## src/rtl/ifu_fetch.sv

```systemverilog
// ifu_fetch: the requester side of the instruction-memory read port.
// It holds the PC, presents it to instruction memory, and captures the
// returned word into the F/D pipeline register. It also applies stall and
// redirect requests from later stages. An illegal fetch address (misaligned
// or outside the instruction space) parks the unit in FAULT until a
// redirect arrives.
//
// Ports:
//   clk, rst_n       rising-edge clock, asynchronous active-low reset
//   f_pc             fetch address to instruction memory (the PC register)
//   f_instr          instruction word returned combinationally for f_pc
//   stall            hold PC and F/D (ignored while in FAULT)
//   redirect_valid   load redirect_target as the next PC
//   redirect_target  branch/jump/exception target
//   d_instr, d_pc, d_pc8, d_valid   F/D pipeline register
//   fetch_fault      high while parked in FAULT
//
// State | Meaning
// RUN   | normal fetch; F/D is updated every unstalled cycle
// FAULT | the last fetch address was illegal; PC is held until a redirect
module ifu_fetch #(
    parameter logic [31:0] PC_RESET = 32'h0000_3000,
    parameter int unsigned IM_WORDS = 4096
) (
    input  logic        clk,
    input  logic        rst_n,
    output logic [31:0] f_pc,
    input  logic [31:0] f_instr,
    input  logic        stall,
    input  logic        redirect_valid,
    input  logic [31:0] redirect_target,
    output logic [31:0] d_instr,
    output logic [31:0] d_pc,
    output logic [31:0] d_pc8,
    output logic        d_valid,
    output logic        fetch_fault
);

    typedef enum logic {
        RUN   = 1'b0,
        FAULT = 1'b1
    } state_t;

    // The end of the space is computed in 33 bits so that a space that
    // ends exactly at 2^32 does not wrap to zero.
    localparam logic [32:0] PC_END = {1'b0, PC_RESET} + 33'(4 * IM_WORDS);

    state_t      state_q;
    logic [31:0] pc_q;
    logic [31:0] d_instr_q;
    logic [31:0] d_pc_q;
    logic [31:0] d_pc8_q;
    logic        d_valid_q;
    logic        fault_q;
    logic        fetch_err;

    assign fetch_err = (pc_q[1:0] != 2'b00)
                    || (pc_q < PC_RESET)
                    || ({1'b0, pc_q} >= PC_END);

    always_ff @(posedge clk or negedge rst_n) begin
        if (!rst_n) begin
            state_q   <= RUN;
            pc_q      <= PC_RESET;
            d_instr_q <= 32'd0;
            d_pc_q    <= PC_RESET;
            d_pc8_q   <= PC_RESET + 32'd8;
            d_valid_q <= 1'b0;
            fault_q   <= 1'b0;
        end else begin
            case (state_q)
                RUN: begin
                    if (!stall) begin
                        // F/D always records the fetch address, even when
                        // the fetch is illegal, so the fault PC is visible.
                        d_pc_q  <= pc_q;
                        d_pc8_q <= pc_q + 32'd8;
                        if (!fetch_err) begin
                            d_instr_q <= f_instr;
                            d_valid_q <= 1'b1;
                            pc_q      <= redirect_valid ? redirect_target
                                                        : pc_q + 32'd4;
                        end else begin
                            d_instr_q <= 32'd0;
                            d_valid_q <= 1'b0;
                            if (redirect_valid) begin
                                pc_q <= redirect_target;
                            end else begin
                                state_q <= FAULT;
                                fault_q <= 1'b1;
                            end
                        end
                    end
                end
                FAULT: begin
                    d_instr_q <= 32'd0;
                    d_valid_q <= 1'b0;
                    if (redirect_valid) begin
                        pc_q    <= redirect_target;
                        state_q <= RUN;
                        fault_q <= 1'b0;
                    end
                end
                default: begin
                    state_q <= RUN;
                    fault_q <= 1'b0;
                end
            endcase
        end
    end

    assign f_pc        = pc_q;
    assign d_instr     = d_instr_q;
    assign d_pc        = d_pc_q;
    assign d_pc8       = d_pc8_q;
    assign d_valid     = d_valid_q;
    assign fetch_fault = fault_q;

endmodule

```

## config.mk

```make
export PLATFORM = sky130hd
export DESIGN_NAME = ifu_fetch
export DESIGN_NICKNAME = d
export VERILOG_FILES = /design/src/rtl/ifu_fetch.sv
export SDC_FILE = /design/constraint.sdc
export NUM_CORES = 1
export LEC_CHECK = 0
export BUFFER_PORTS_ARGS = -buffer_cell sky130_fd_sc_hd__buf_2
export CORE_MARGIN = 2
export CORE_UTILIZATION = 50
export DETAILED_ROUTE_END_ITERATION = 8
export PLACE_DENSITY_LB_ADDON = 0.1
export SYNTH_ARGS = -nofsm -noshare
export SYNTH_HDL_FRONTEND = slang
export SYNTH_SLANG_ARGS = --single-unit
```

## constraint.sdc

```tcl
create_clock -name clk -period 2.6 [get_ports clk]
set_input_delay 0.13 -clock clk [delete_from_list [all_inputs] [get_ports clk]]
set_output_delay 0.13 -clock clk [all_outputs]
set_load 0.02 [all_outputs]
```

Word-level counts from Yosys, hierarchy flattened
Cells that the tools add are included.
{"block": "totals", "ramBits": 0, "rom_bits": 0, "in_bits": 68, "out_inout_bits": 130, "wordCells": 42, "regBits": 131, "latch_bits": 0, "mem_count": 0}
{"block": "classes", "n_div": 0, "shifts": 0, "addsub": 2, "muxes": 20, "mul": 0, "n_reduce_logical": 5, "n_bitwise": 2, "n_eq_ne": 4, "magnitude_cmp": 2}
{"operator": "$mux W32", "count": 6}
{"operator": "$pmux W32 S2", "count": 2}
{"operator": "$add A32 B3 Y32 const B", "count": 1}
{"operator": "$add A32 B4 Y32 const B", "count": 1}
{"operator": "$ge A32 B15 Y1 const B", "count": 1}
{"operator": "$lt A32 B14 Y1 const B", "count": 1}
{"operator": "$mux W1", "count": 9}
{"operator": "$ne A2 B2 Y1 const B", "count": 4}
{"operator": "$pmux W1 S2", "count": 3}
{"operator": "$reduce_and A4 Y1", "count": 1}
{"operator": "$logic_or A1 B1 Y1", "count": 2}
{"operator": "$not A1 Y1", "count": 2}
{"operator": "$reduce_and A2 Y1", "count": 1}
{"operator": "$reduce_bool A2 Y1", "count": 1}

Logic depth before layout (Yosys ltp)
{"block": "depth", "ltp_word": 6, "ltp_mapped": 8, "ltp_nobuf": 6}

Worst setup path after synthesis
OpenSTA, ideal clock, no wires.
{"block": "synth_timing", "path_type": "flip-flop to flip-flop", "start": "register pc_q[12], in the netlist f_pc[12]", "end": "register pc_q[6], in the netlist f_pc[6]", "period_less_slack_ps": 2203, "path_stages_with_launch": 7, "path_slack_ps": 397, "setup_time_ps": 69, "arrival_time_ps": 2134, "cell_sequence": "dfstp_2 -> buf_2 -> and3b_1 -> o211ai_1 -> or4_4 -> or4_1 -> nand3_1"}
{"block": "synth_via", "elab_chain_cells": 6, "word_cells_on_any_way": 7}
{"element": "from (decl)", "line": "49", "source": "logic [31:0] pc_q;"}
{"element": "from (signal assigned)", "line": "81", "source": "pc_q <= redirect_valid ? redirect_target"}
{"element": "from (signal assigned)", "line": "87", "source": "pc_q <= redirect_target;"}
{"element": "from (signal assigned)", "line": "99", "source": "pc_q <= redirect_target;"}
{"element": "$lt A32 B14 Y1", "line": "58", "source": "|| (pc_q < PC_RESET)"}
{"element": "$logic_or A1 B1 Y1", "line": "58"}
{"element": "$logic_or A1 B1 Y1 *", "line": "59", "source": "|| ({1'b0, pc_q} >= PC_END);"}
{"element": "$mux W32 *", "line": "78", "source": "if (!fetch_err) begin"}
{"element": "$mux W32 *", "line": "73", "source": "if (!stall) begin"}
{"element": "$pmux W32 S2 *", "line": "71", "source": "case (state_q)"}
Every way passes the cells marked *; elsewhere a longest branch is shown, timed or not. The select of a mux whose other input is x is not followed.
A chain may end at the register's enable or synchronous reset.

Worst setup path in the final report
{"block": "layout_timing", "start": "register pc_q[27], in the netlist f_pc[27]", "end": "register pc_q[7], in the netlist f_pc[7]"}
Same word-level chain as after synthesis.

==> reports/qor.txt <==
dominant synthesized flop cell = dfrtp_1
clock sinks = 128
# setup viols final = 0
CP bufs+invs = 0
# IOs = 198
Crit path max-delay family = simple AND/OR/NAND/NOR gates
Post-Syn Instances = 608
Diodes inserted = 0
Post-Synth Simple-Gate Area = 0.232
Clock transition at path regs = 0.06 ns
# rows = 39
crit path capture type = register
Port-buffer cells = 197
root buffer selected by CTS = clkbuf_16
post-synthesis register bit count = 128
Final #Nets = 928
GRT Total Usage = 0.294
unrepaired setup endpoints after global routing = false
sequential share of power = 0.402
P&R area growth vs syn = 40.7%
initial antenna violation count = 0
Worst Path Required = 2.90 ns
Seq. cell area = 3210 sq um
VDD IR max = 0.452 mV
Most common cell on crit path = nor4_1
routed wire length = 17.3 mm
DRT Pass-1 Iters = 5
max_cap viols = 0
Iteration-0 DRC Markers = 347
slowest CP cell = nor4_1
status = completed
P_int = 4.26 mW
clock power share = 0.383
core area = 11300 sq um
DRT antenna net count = 0
Die Area = 12400 sq um
# H-tree levels = 4
period utilization = 0.852
setup TNS = 0 ns
YS warnings = 0
Mapped Nets = 679
fin crit period = 2.21 ns
total power = 6.20 mW
Slew @ Worst Pin = 0.840 ns
die height = 111 um
# hold bufs at CTS = 58
Finished Cell Area = 8090 sq um
Worst setup SP type = register
sequential area share after synthesis = 0.559
Mean Syn Cell Area = 9.45 sq um
P_sw = 1.94 mW
DR DRC count = 0
clock latency on the worst-skew pair = 0.41 ns
multi-input logic area = 2310 sq um
Die X = 111 um
Critical Path Max Stage Delay = 0.65 ns
switching share of total power = 0.313
CTS Buffer Depth = 2
FILL cells = 880
mux share of post-synthesis cell area = 0.00174
Overflow after GRT = 0
CTS tree = built
Clock Skew = 0.00993 ns
area fraction in compound gates after synthesis = 0.120
critical path peak fanout = 9
Hold Fails Final Rpt = 0
Post-Synth XOR/XNOR Area = 0.0381
static leakage = 4.13 nW
post_cts resized = 0
PD cells = 766 nW/um^2
WS Path Type = reg2reg
Pins Over Slew Limit = 0
Mapped Area = 5750 sq um
setup bufs post-CTS = 0
main combinational cell family by area after synthesis = simple AND/OR/NAND/NOR gates
number of synthesized flops with an enable pin = 0
Vias = 5531
asr flop ratio synth = 1.00
crit path cell chain = nor4_1 -> nand3_1 -> nor4_1 -> a31oi_1 -> o221a_2
DP Area = 6920 sq um
Worst slew margin = 0.440
Yosys cell types = 51
power share of the combinational group = 0.215
HP Class = in2reg
Initial Util = 0.508
share of layout cells above drive strength 1 = 0.308
post-DP HPWL = 11.7 mm
number of global-route vias before repair = 5642
TritonCTS Buffers = 17
Worst EP arrival = 2.52 ns
placer congestion estimate = 0.918
pin count of the biggest net entering global routing = 93
routed vias/inst = 5.46
Adder-Cell Fraction of Synth Area = 0.00653
Fmax = 452 MHz
global-route wire length before repair = 28.9 mm
drt wl/cell = 17.1 um
cell families after synthesis:
group                    after synthesis
AO/OA/AOI/OAI                        100
XOR/XNOR                              25
adder cells (fa/ha/maj)                3
buffers and inverters                 56
flip-flops                           128
multiplexers                           1
AND/OR/NAND/NOR                      295
cell usage after synthesis, types with 4 or more instances:
library cell    n  area [sq um]
nand4_1        13          81.3
a21oi_1         6          30.0
clkbuf_1       38           143
o21ai_0        33           165
dfstp_2         7           184
nor2_1         24          90.1
xnor2_1         8          70.1
nor4_1         13          81.3
a31oi_1         6          37.5
dfrtp_1       121          3030
and3_1          5          31.3
o211ai_1        4          30.0
or3_1           5          31.3
xor2_1         17           149
nand3_1        15          75.1
buf_2           6          30.0
nor3_1         11          55.1
nand2_1       188           706
inv_1           5          18.8
a22oi_1         4          30.0
a22o_1         32           280
nand2b_1        4          25.0
sequential cells by signal, summed over array words and instances (netlist names):
signal / flops
d_valid: 1
state_q: 1
d_pc: 32
d_pc8: 29
fetch_fault: 1
f_pc: 32
d_instr: 32
layout by cell type, fill, tap and decap left out, drive strengths merged, types with 4 or more instances in the layout:
cell and count:
xor2 17, and3 5, dfrtp 121, a21oi 6
or3 5, nand2 188, o21ai 33, or4 4
a31oi 6, clkinv 7, a22oi 4, nand3 15
inv 5, a22o 32, dlygate4sd3 58, buf 222
dfstp 7, nor4 15, nand2b 4, nor3 11
clkbuf 21, xnor2 8, nand4 13, o211ai 4
nor2 24
per-stage QoR:
step	utilization	hold WS (ns)	cells	setup slack, ns
after floorplan	-	-0.166	608	0.397
after global placement	0.611	0.267	923	0.475
after detailed placement	0.611	0.270	923	0.425
after CTS	0.714	0.00532	1013	0.427
after global routing	0.714	0.0220	1013	0.255
final	0.714	0.0158	1013	0.385
layout make-up:
type,count,share of cell area
Clock buffer,21,0.0557
Tap cell,143,0.0221
Clock inverter,11,0.0172
Multi-Input combinational cell,424,0.286
Sequential cell,128,0.397
Inverter,6,0.00278
Timing Repair Buffer,280,0.219
power by group through the flow:
stage	sequential, mW	combinational [mW]	clock, mW
2_1_floorplan	2.76	0.495	0
3_3_place_gp	2.50	1.26	0
3_5_place_dp	2.52	1.27	0
4_1_cts	2.49	1.34	2.41
5_1_grt	2.53	1.45	2.51
6_report	2.49	1.33	2.38
path summary, 6_finish.rpt:
kind                       slack (ns)                from     endpoint  cells past startpoint
setup / recovery                 0.39            f_pc[27]      f_pc[7]                      5
hold / removal                   0.02  redirect_target[2]      f_pc[2]                      3
setup reg to reg                 0.39            f_pc[27]      f_pc[7]                      5
hold reg to reg                  0.46            d_pc[13]     d_pc[13]                      2
max in group asynchronous        1.42               rst_n  d_instr[17]                      3
min in group asynchronous        0.39               rst_n     d_pc[26]                      2
worst min-delay path, delay by kind of cell:
family	cells	cell delay (ns)
AOI/OAI and AO/OA	1	0.05
and+or+nand+nor	1	0.10
buffers and inverters	1	0.10
metal layers:
metal	track usage	wire length, um	vias up
met4	0.114	437	0
met5	0	0	-
met1	0.368	6980	2677
li1	-	-	2588
met2	0.486	8750	225
met3	0.0809	1160	41
Power figures use the tool's default switching activity.
